**config.mk**
```make
export PLATFORM = sky130hd
export DESIGN_NAME = i2c_dri
export DESIGN_NICKNAME = d
export VERILOG_FILES = /design/src/rtl/i2c_pkg.sv /design/src/rtl/i2c_qtick.sv /design/src/rtl/i2c_dri.sv
export SDC_FILE = /design/constraint.sdc
export NUM_CORES = 1
export LEC_CHECK = 0
export ABC_AREA = 0
export BUFFER_PORTS_ARGS = -buffer_cell sky130_fd_sc_hd__buf_2
export CORE_MARGIN = 2
export CORE_UTILIZATION = 36
export CTS_CLUSTER_DIAMETER = 150
export CTS_CLUSTER_SIZE = 24
export DETAILED_ROUTE_END_ITERATION = 16
export GPL_TIMING_DRIVEN = 1
export HOLD_SLACK_MARGIN = 0.03
export PLACE_DENSITY_LB_ADDON = 0.12
export SLEW_MARGIN = 40
export SYNTH_ARGS = -nofsm -noshare
export SYNTH_HDL_FRONTEND = slang
export SYNTH_SLANG_ARGS = --single-unit
```
**constraint.sdc**
```tcl
create_clock -name clk -period 5.2 [get_ports clk]
set_input_delay 0.52 -clock clk [delete_from_list [all_inputs] [get_ports clk]]
set_output_delay 0.52 -clock clk [all_outputs]
set_load 0.01 [all_outputs]
```
**src/rtl/i2c_pkg.sv**
```systemverilog
// i2c_pkg: shared FSM states, bit-framing constants and quarter-tick divider helper
package i2c_pkg;
    typedef enum logic [3:0] {
        ST_IDLE, ST_START, ST_SLADDR_W, ST_ADDR_H, ST_ADDR_L,
        ST_DATA_WR, ST_RESTART, ST_SLADDR_R, ST_DATA_RD, ST_STOP
    } state_t;
    localparam int BYTE_BITS = 9;
    localparam int QTR = 4;
    function automatic int calc_div4(input int clk_freq, input int i2c_freq);
        return clk_freq / (QTR * i2c_freq);
    endfunction
endpackage

```
**src/rtl/i2c_qtick.sv**
```systemverilog
// i2c_qtick: quarter-bit tick generator, held cleared while disabled
module i2c_qtick
    import i2c_pkg::*;
#(
    parameter int DIV4 = 50
) (
    input  logic                   clk,
    input  logic                   rst_n,
    input  logic                   en,
    output logic                   tick,
    output logic [$clog2(QTR)-1:0] qtr
);
    localparam int CW = $clog2(DIV4) > 0 ? $clog2(DIV4) : 1;
    logic [CW-1:0] cnt;
    assign tick = en && cnt == CW'(DIV4 - 1);
    always_ff @(posedge clk or negedge rst_n) begin
        if (!rst_n) begin
            cnt <= '0;
            qtr <= '0;
        end else if (!en) begin
            cnt <= '0;
            qtr <= '0;
        end else begin
            cnt <= tick ? '0 : cnt + 1'b1;
            if (tick) qtr <= qtr + 1'b1;
        end
    end
endmodule

```
**src/rtl/i2c_dri.sv**
```systemverilog
// i2c_dri: byte-level I2C/SCCB master running one register read or write per i2c_exec
module i2c_dri
    import i2c_pkg::*;
#(
    parameter logic [6:0] SLAVE_ADDR = 7'h3C,
    parameter int         CLK_FREQ   = 50_000_000,
    parameter int         I2C_FREQ   = 250_000
) (
    input  logic        clk,
    input  logic        rst_n,
    input  logic        i2c_exec,
    input  logic        bit_ctrl,
    input  logic        i2c_rh_wl,
    input  logic [15:0] i2c_addr,
    input  logic [7:0]  i2c_data_w,
    output logic [7:0]  i2c_data_r,
    output logic        i2c_done,
    output logic        i2c_ack,
    output logic        busy,
    output logic        scl,
    output logic        sda_o,
    output logic        sda_oe,
    input  logic        sda_i
);
    state_t      state, state_nxt;
    logic        tick, accept, bit_end, sample, byte_end, is_tx;
    logic [1:0]  qtr;
    logic [3:0]  bit_cnt;
    logic [7:0]  sh, tx_byte, data_w_q;
    logic [15:0] addr_q;
    logic        bit16_q, rd_q;

    i2c_qtick #(.DIV4(calc_div4(CLK_FREQ, I2C_FREQ))) u_qtick (
        .clk  (clk),
        .rst_n(rst_n),
        .en   (state != ST_IDLE),
        .tick (tick),
        .qtr  (qtr)
    );

    // done is checked so an exec in the done cycle is not taken
    assign accept   = state == ST_IDLE && i2c_exec && !i2c_done;
    assign sample   = tick && qtr == 2'd2;
    assign bit_end  = tick && qtr == 2'd3;
    assign byte_end = bit_end && bit_cnt == 4'(BYTE_BITS - 1);
    assign busy     = state != ST_IDLE;
    assign sda_o    = 1'b0;

    always_ff @(posedge clk or negedge rst_n) begin
        if (!rst_n) state <= ST_IDLE;
        else        state <= state_nxt;
    end

    always_comb begin
        state_nxt = state;
        is_tx     = state inside {ST_SLADDR_W, ST_ADDR_H, ST_ADDR_L, ST_DATA_WR, ST_SLADDR_R};
        tx_byte   = state == ST_SLADDR_W ? {SLAVE_ADDR, 1'b0} :
                    state == ST_SLADDR_R ? {SLAVE_ADDR, 1'b1} :
                    state == ST_ADDR_H   ? addr_q[15:8] :
                    state == ST_ADDR_L   ? addr_q[7:0] : data_w_q;
        // STOP keeps SCL high through its last quarter so the bus idles cleanly
        scl       = state == ST_IDLE || qtr == 2'd1 || qtr == 2'd2 || (state == ST_STOP && qtr == 2'd3);
        sda_oe    = state inside {ST_START, ST_RESTART} ? qtr[1] :
                    state == ST_STOP ? !qtr[1] :
                    is_tx && !bit_cnt[3] && !tx_byte[~bit_cnt[2:0]];
        case (state)
            ST_IDLE:     state_nxt = accept   ? ST_START : state;
            ST_START:    state_nxt = bit_end  ? ST_SLADDR_W : state;
            ST_SLADDR_W: state_nxt = byte_end ? (bit16_q ? ST_ADDR_H : ST_ADDR_L) : state;
            ST_ADDR_H:   state_nxt = byte_end ? ST_ADDR_L : state;
            ST_ADDR_L:   state_nxt = byte_end ? (rd_q ? ST_RESTART : ST_DATA_WR) : state;
            ST_DATA_WR:  state_nxt = byte_end ? ST_STOP : state;
            ST_RESTART:  state_nxt = bit_end  ? ST_SLADDR_R : state;
            ST_SLADDR_R: state_nxt = byte_end ? ST_DATA_RD : state;
            ST_DATA_RD:  state_nxt = byte_end ? ST_STOP : state;
            ST_STOP:     state_nxt = bit_end  ? ST_IDLE : state;
            default:     state_nxt = ST_IDLE;
        endcase
    end

    always_ff @(posedge clk or negedge rst_n) begin
        if (!rst_n) begin
            i2c_done   <= 1'b0;
            i2c_ack    <= 1'b0;
            i2c_data_r <= 8'h00;
            bit_cnt    <= 4'd0;
            sh         <= 8'h00;
            addr_q     <= 16'h0000;
            data_w_q   <= 8'h00;
            bit16_q    <= 1'b0;
            rd_q       <= 1'b0;
        end else begin
            i2c_done <= state == ST_STOP && bit_end;
            if (accept) begin
                addr_q   <= i2c_addr;
                data_w_q <= i2c_data_w;
                bit16_q  <= bit_ctrl;
                rd_q     <= i2c_rh_wl;
                i2c_ack  <= 1'b0;
            end
            if (bit_end)
                bit_cnt <= (is_tx || state == ST_DATA_RD) && !byte_end ? bit_cnt + 4'd1 : 4'd0;
            if (sample && is_tx && bit_cnt[3] && sda_i) i2c_ack <= 1'b1;
            if (sample && state == ST_DATA_RD && !bit_cnt[3]) sh <= {sh[6:0], sda_i};
            if (byte_end && state == ST_DATA_RD) i2c_data_r <= sh;
        end
    end
endmodule

```
==> impl_metrics.csv, run 1 <==
group,metric,value,unit
synth,syn_nets,302,
synth,synth_area_leaders,"dfrtp_1, mux2_2, ha_1",
worst_setup_path,cp-end-kind,"primary output",
die,core,8260,µm²
global_routing,grt_max_degree,61,
routing,wl,6.27,mm
routing,drc,0,
synth,ys_types,59,
sta,worst_hold_slack,0.230,ns
synth,netlist_area,3070,µm²
clock_tree,numCtsBuffers,9,
global_routing,grt_pass1_vias,2125,
clock_tree,post_cts_buffers,0,
clock_tree,cts_root_buffer,"clkbuf_8",
clock_tree,clkTransAtPathRegs,0.07,ns
sta,min_period,3.40,ns
routing,vias,2145,
sta,max_slew.worst_pin.slew,0.819,ns
sta,fin_skew,0.0102,ns
clock_tree,clockBufferDepth,2,
placement,dp_slack,2.13,ns
run_status,status,"finished, final reports clean",
sta,setup_violations,0,
synth,synthTopCellsByCount,"dfrtp_1, mux2_2, nand2_1, nor2_1, o21ai_0",
power_and_ir_drop,report.power.total,0.961,mW
synth,synth_cells,265,
worst_setup_path,crit_path_start_kind,"flop",
power_and_ir_drop,power.density,269,nW/µm²
global_routing,grtUsageTotal,0.152,
synth,syn_avg_cell_area,11.6,µm²
die,die_h,96.4,µm
cells_and_area,drive_gt1_frac,0.368,
synth,synth_flop_cell,"dfrtp_1",
sta,finalWorstSetupSlack,1.80,ns
synth,synth_edf_count,0,
synth,yosys.area.top_type,"dfrtp_1",
synth,synth-seq-cells,60,
global_routing,grt_pass1_wl,10.6,mm
worst_setup_path,arrival,2.88,ns
sta,fin_setup_tns,0,ns
synth,yosysSeqAreaShare,0.489,
sta,fmax,294,MHz
run,drv_cap,0,
clock_tree,htree_levels,3,
die,io_pins,44,
clock_tree,hold_buffers,0,
sta,fin_crit_sh,0.654,
synth,yosysWarnings,0,
synth,synth_top_area_frac,0.489,
clock_tree,cts_resized,0,
cells_and_area,final_util,0.433,
power_and_ir_drop,ir_drop,129,µV
min_path,hold_class,"in2async",
global_routing,overflow,0,
sta,timing.slew.headroom,0.454,
clock_tree,clock_sinks,60,
routing,first_pass_iters,5,
power_and_ir_drop,p_leak,1.74,nW
sta,rsz0062_at_grt,"false",
sta,drv_slew,0,
routing,drt_iter0_drc,130,
routing,vias_per_cell,5.17,
synth,synth_most_common_cell,"dfrtp_1",
clock_tree,cts_tree,"done",
die,initial_utilization,0.372,
sta,hold_viol_final,0,
worst_setup_path,crit_fanout,19,
placement,place_congestion,0.790,
worst_setup_path,path_class,"reg2out",
cells_and_area,fin_nets,342,
cells_and_area,syn_to_final_growth,16.5,%
placement,io_buffers,42,
routing,final_antenna_net_count,0,
global_routing,antenna_found_initial,0,
die,chipWidth,96.4,µm
routing,post_drt_wl_per_cell,15.1,µm
worst_setup_path,required,4.68,ns
clock_tree,insertion_delay,0.35,ns
synth,async_flop_share,1.00,
cells_and_area,num_antenna_cells,0,
placement,dp_hpwl,4.33,mm
die,rows,33,
die,dieArea,9280,µm²
layout by cell type (no fill, tap or decap), types with 3 or more instances in the layout:
cell       n
dfrtp_1   60
mux2_2    43
buf_2     42
nand2_1   18
nor2_1    16
o21ai_0   13
a21oi_1   10
inv_1      9
clkbuf_8   9
nand3_1    8
ha_1       7
mux2i_1    5
nor2b_1    4
xnor2_1    3
xor2_1     3
o211ai_1   3
clkinv_4   3
report_power, final:
part	switching, mW	internal [mW]
Clock	0.201	0.272
Combinational	0.0125	0.00890
Sequential	0.000356	0.467
layout make-up:
cell class,count,area (µm²)
Clock buffer,9,124
Clock inverter,7,101
Fill cell,834,4680
Inverter,9,33.8
Multi-Input combinational cell,181,1460
Sequential cell,60,1500
Tap cell,105,131
Timing Repair Buffer,44,229
flip-flops by register name, summed over array words and instances (netlist names), 2 cells and up:
register / count
i2c_data_r: 8
state: 4
u_qtick.qtr: 2
addr_q: 16
bit_cnt: 4
sh: 8
data_w_q: 8
u_qtick.cnt: 6
kinds of logic after synthesis:
group / synth area share
flops: 0.489
simple gates: 0.134
compound gates: 0.112
fa+ha+maj: 0.0285
mux: 0.183
other cells: 0.00122
buf+inv: 0.0363
xor+xnor: 0.0171
critical path: stages (launching register included):
cell,delay (ns)
dfrtp_1,0.75
nor4b_4,0.55
mux4_1,0.62
a21oi_1,0.19
nor4b_2,0.07
a31oi_1,0.19
buf_2,0.17
metrics by stage:
step / instances / instance area (µm²)
final: 415 / 3580
after global routing: 415 / 3580
after CTS: 415 / 3570
after detailed placement: 399 / 3350
after global placement: 399 / 3350
after floorplan: 265 / 3070
per-layer routing:
metal	global-route usage	vias to the layer above	part of all wire
li1	-	1045	-
met1	0.216	1044	0.48
met4	0.0716	0	0.018
met2	0.218	46	0.47
met5	0	-	0
met3	0.0345	10	0.039
final timing paths:
| check | endpoint | depth (start not counted) | from | slack, ns |
|---|---|---|---|---|
| hold / removal | i2c_data_r[2] | 2 | rst_n | 0.23 |
| setup reg to reg | addr_q[1] | 4 | state[0] | 2.72 |
| setup / recovery | sda_oe | 6 | state[2] | 1.80 |
| min in group clk | data_w_q[5] | 2 | i2c_data_w[5] | 0.40 |
| hold reg to reg | u_qtick.cnt[0] | 1 | u_qtick.cnt[0] | 0.50 |
| max in group asynchronous | addr_q[10] | 2 | rst_n | 4.57 |
Power figures use the tool's default switching activity.
==> inputs of run 2 (changes only) <==
- clock period: 5.2 -> 2.9 ns (I/O delays scaled with it)
==> run 2 against run 1 <==
Core utilization hardly changed. Flip-flop and latch count unchanged. First-iteration DRC count fell by 28%. Combinational power is 78% higher. Clock-buffer cell count did not move. Hold slack lost 0.22 ns. Clock skew about the same. Power grew 61%. Critical endpoint unchanged. Largest cell class unchanged. Largest power group is now registers. Highest routed layer unchanged.
==> impl_metrics.csv, run 2 (synthesis results as in run 1) <==
group,metric,value,unit
run_status,status,"finished, final reports clean",
clock_tree,clockBufferDepth,2,
sta,min_period,2.79,ns
cells_and_area,seq_area,1500,µm²
cells_and_area,n_fill_cell,810,
cells_and_area,syn_to_final_growth,16.6,%
routing,final_antenna_net_count,0,
die,rows,33,
worst_setup_path,r2r-start,"state[0]",
cells_and_area,largest_reg_flops,16,
global_routing,grtUsageTotal,0.151,
cells_and_area,multi_input_area,1460,µm²
clock_tree,clock_sinks,60,
cells_and_area,num_antenna_cells,0,
clock_tree,cts_resized,0,
global_routing,antenna_found_initial,0,
routing,vias,2135,
worst_setup_path,reg2regPathDepth,7,
worst_setup_path,crit_start,"state[0]",
routing,first_pass_iters,4,
worst_setup_path,crit_fanout,9,
sta,setup_violations,0,
placement,place_congestion,0.810,
power_and_ir_drop,pwr-share-seq,0.543,
power_and_ir_drop,p_int,1.17,mW
worst_setup_path,crit_path_start_kind,"flop",
placement,dp_hpwl,4.51,mm
power_and_ir_drop,swShare,0.244,
sta,hold_viol_final,0,
power_and_ir_drop,ir_drop,202,µV
routing,drt_iter0_drc,94,
power_and_ir_drop,p_leak,1.75,nW
global_routing,grt_pass1_vias,2049,
worst_setup_path,required,2.61,ns
clock_tree,cts_tree,"done",
clock_tree,htree_levels,3,
die,chipWidth,96.4,µm
min_path,hold_class,"in2async",
die,io_pins,44,
clock_tree,post_cts_buffers,0,
sta,fin_skew,0.0106,ns
cells_and_area,final_cell_mix,"dfrtp_1, mux2_2, buf_2, nand2_1, nor2_1",
worst_setup_path,path_class,"reg2out",
cells_and_area,mostFrequentLayoutCell,"dfrtp_1",
die,core,8260,µm²
sta,drv_slew,0,
sta,fin_crit_sh,0.961,
sta,rsz0062_at_grt,"false",
cells_and_area,drive_gt1_frac,0.378,
routing,post_drt_wl_per_cell,15.0,µm
power_and_ir_drop,power.density,431,nW/µm²
routing,vias_per_cell,5.08,
clock_tree,insertion_delay,0.34,ns
placement,io_buffers,42,
global_routing,grt_pass1_wl,10.6,mm
sta,max_slew.worst_pin.slew,0.540,ns
sta,fmax,359,MHz
clock_tree,cts_root_buffer,"clkbuf_8",
clock_tree,hold_buffers,0,
clock_tree,numCtsBuffers,9,
cells_and_area,fin_nets,347,
power_and_ir_drop,p_switching,0.377,mW
power_and_ir_drop,p_clk_frac,0.433,
global_routing,overflow,0,
routing,wl,6.31,mm
die,die_h,96.4,µm
sta,fin_setup_tns,0,ns
power_and_ir_drop,report.power.total,1.54,mW
die,dieArea,9280,µm²
worst_setup_path,arrival,2.50,ns
sta,timing.slew.headroom,0.640,
worst_setup_path,cp-end-kind,"primary output",
die,initial_utilization,0.372,
global_routing,grt_max_degree,61,
sta,worst_hold_slack,0.00837,ns
cells_and_area,top_register,"addr_q",
clock_tree,clkTransAtPathRegs,0.08,ns
routing,drc,0,
run,drv_cap,0,
power_and_ir_drop,p_comb_frac,0.025,
[run 2: layout make-up]
class | instances | area share
clock buffers | 9 | 0.0346
clock inverters | 7 | 0.0147
inverters | 9 | 0.00944
repair buffers | 49 | 0.0779
multi-input cells | 181 | 0.407
flip-flops and latches | 60 | 0.419
well taps | 105 | 0.0367
[run 2: power by group through the flow]
stage               combinational (mW)  clock, mW  sequential (mW)
floorplan                      0.00322          0            0.854
global placement                0.0400          0            0.854
detailed placement              0.0398          0            0.854
CTS                             0.0397      0.706            0.837
global route                    0.0454      0.747            0.837
finish                          0.0381      0.668            0.837
[run 2: worst max-delay path, stage by stage, from the launching register on]
cell	delay [ns]
dfrtp_1	0.50
nor2b_1	0.32
nand2_1	0.14
a222oi_1	0.40
o221ai_1	0.20
a41o_1	0.23
a31oi_1	0.21
buf_2	0.17
[run 2: worst paths after layout]
kind,to,slack [ns]
max in group asynchronous,addr_q[1],2.50
setup / recovery,sda_oe,0.11
min in group clk,data_w_q[5],0.18
hold reg to reg,i2c_data_r[3],0.50
hold / removal,sh[2],0.008
setup reg to reg,state[0],0.65
[run 2: stage by stage]
step                      cell area [µm²]  utilization  instances  setup WS [ns]
after floorplan                      3070            -        265          0.567
after global placement               3400        0.412        404          0.496
after detailed placement             3400        0.412        404          0.522
after CTS                            3580        0.433        420          0.125
after global routing                 3580        0.433        420        0.00828
final                                3580        0.433        420          0.112
[run 2: metal layers]
| metal | vias to the layer above | part of all wire | wire, µm | GRT usage |
|---|---|---|---|---|
| li1 | 1054 | - | - | - |
| met1 | 1027 | 0.49 | 3060 | 0.224 |
| met2 | 50 | 0.46 | 2900 | 0.215 |
| met3 | 4 | 0.049 | 308 | 0.0368 |
| met4 | 0 | 0.0073 | 46 | 0.0528 |
| met5 | - | 0 | 0 | 0 |
==> inputs of run 3 (changes only) <==
- PLACE_DENSITY_LB_ADDON: 0.12 -> unset
==> run 3 against run 2 <==
Flip-flop and latch count is the same. Cell count fell by 0.71%. Core utilization up 0.32 points. Combinational power is essentially flat. Power up 8.2%. Critical endpoint unchanged. Fmax up 4.6%.
==> impl_metrics.csv, run 3 (synthesis results as in run 1) <==
group,metric,value,unit
global_routing,grt_pass1_wl,10.2,mm
global_routing,use_met1,0.198,
sta,finalWorstSetupSlack,0.233,ns
sta,min_period,2.67,ns
placement,dp_slack,0.358,ns
cells_and_area,mostFrequentLayoutCell,"dfrtp_1",
routing,vias_per_cell,5.09,
clock_tree,cts_tree,"done",
routing,first_pass_iters,4,
cells_and_area,syn_to_final_growth,17.4,%
cells_and_area,drive_gt1_frac,0.375,
cells_and_area,multi_input_area,1460,µm²
placement,post_dp_cell_area,3390,µm²
worst_setup_path,arrival,2.38,ns
min_path,hold_class,"in2async",
cells_and_area,largest_reg_flops,16,
sta,hold_viol_final,0,
clock_tree,numCtsBuffers,9,
worst_setup_path,slowest_delay,0.58,ns
cells_and_area,final_cell_mix,"dfrtp_1, mux2_2, buf_2, nand2_1, nor2_1",
cells_and_area,top_register,"addr_q",
worst_setup_path,reg2regPathDepth,5,
die,rows,33,
cells_and_area,design_area,3610,µm²
sta,fin_skew,0.00992,ns
worst_setup_path,crit_path_start_kind,"flop",
power_and_ir_drop,power.density,463,nW/µm²
power_and_ir_drop,p_leak,1.77,nW
clock_tree,cts_root_buffer,"clkbuf_8",
worst_setup_path,required,2.61,ns
global_routing,top_usage_layer,"met2",
sta,rsz0062_at_grt,"false",
die,chipWidth,96.4,µm
global_routing,antenna_found_initial,0,
routing,wl,6.14,mm
global_routing,grtUsageTotal,0.145,
worst_setup_path,path_class,"reg2out",
global_routing,grt_pass1_vias,2138,
placement,place_congestion,0.843,
routing,vias,2123,
sta,setup_violations,0,
global_routing,grt_max_degree,61,
cells_and_area,final_cells,417,
sta,drv_slew,0,
routing,drc,0,
worst_setup_path,cpMaxStageDelayCell,"mux4_1",
routing,drt_iter0_drc,155,
routing,final_antenna_net_count,0,
cells_and_area,num_antenna_cells,0,
clock_tree,post_cts_buffers,0,
clock_tree,clock_sinks,60,
run_status,status,"finished, final reports clean",
sta,fmax,375,MHz
run,drv_cap,0,
placement,io_buffers,42,
cells_and_area,final_util,0.437,
worst_setup_path,crit_fanout,12,
global_routing,grt_use_met3,0.0376,
sta,fin_setup_tns,0,ns
cells_and_area,n_fill_cell,798,
worst_setup_path,worstPathCellList,"nor4b_4 -> mux4_1 -> a21oi_1 -> nor4b_2 -> a31oi_1 -> buf_2",
clock_tree,htree_levels,3,
die,die_h,96.4,µm
placement,dp_cells,403,
worst_setup_path,crit_buf_inv,1,
die,io_pins,44,
power_and_ir_drop,ir_drop,285,µV
worst_setup_path,worstSetupPathDepth,6,
die,core,8260,µm²
die,dieArea,9280,µm²
die,initial_utilization,0.372,
clock_tree,clkTransAtPathRegs,0.07,ns
global_routing,overflow,0,
global_routing,use_met2,0.219,
routing,post_drt_wl_per_cell,14.7,µm
placement,dp_hpwl,4.41,mm
clock_tree,clockBufferDepth,2,
worst_setup_path,cp-end-kind,"primary output",
sta,max_slew.worst_pin.slew,0.559,ns
sta,fin_crit_sh,0.920,
clock_tree,insertion_delay,0.33,ns
sta,timing.slew.headroom,0.628,
cells_and_area,seq_area,1500,µm²
cells_and_area,fin_nets,346,
worst_setup_path,cp_top_family,"multiplexers",
-- run 3: cell count changes in the layout (fill, tap and decap cells not counted), sizes merged --
cell,delta
bufinv,+1
clkbuf,+4
inv,-1
clkinv,-5
buf,-1
clkinvlp,-1
-- run 3: per-layer routing --
metal,share of wire,vias to the layer above
li1,-,1041
met1,0.47,1026
met2,0.46,45
met3,0.043,11
met4,0.020,0
met5,0,-
-- run 3: repair_timing --
item / in CTS / in global routing
gates resized for setup: 0 / 1
endpoints found under the setup margin: 0 / 1
hold buffers: 0 / 0
-- run 3: path summary, 6_finish.rpt --
path / start / end / slack [ns]
max in group asynchronous: rst_n / state[2] / 2.44
worst max-delay path: state[0] / sda_oe / 0.23
worst max register to register: state[0] / addr_q[7] / 0.61
worst min register to register: u_qtick.cnt[0] / u_qtick.cnt[0] / 0.50
worst min-delay path: rst_n / i2c_data_r[7] / 0.009
min in group clk: i2c_addr[9] / addr_q[9] / 0.19
-- run 3: metrics by stage --
stage               hold WS, ns  power [mW]
floorplan              -0.00559       0.857
global placement          0.483       0.893
detailed placement        0.489       0.893
CTS                       0.140        1.69
global route             0.0541        1.74
finish                  0.00876        1.67
-- run 3: layout make-up --
| type | count | area share |
|---|---|---|
| Clock buffer | 13 | 0.0496 |
| Clock inverter | 1 | 0.00833 |
| Inverter | 9 | 0.00937 |
| Multi-Input combinational cell | 181 | 0.404 |
| Sequential cell | 60 | 0.417 |
| Tap cell | 105 | 0.0364 |
| Timing Repair Buffer | 48 | 0.0753 |
-- run 3: power by group --
part	internal [mW]	switching, mW
combinational	0.0159	0.0221
clock	0.482	0.312
sequential	0.838	0.000574
total	1.34	0.334
-- run 3: worst register-to-register path: stages, from the launching register on --
cell	delay, ns
dfrtp_1	0.53
buf_4	0.27
nor4_4	0.45
nand2_1	0.37
buf_12	0.28
mux2_2	0.29
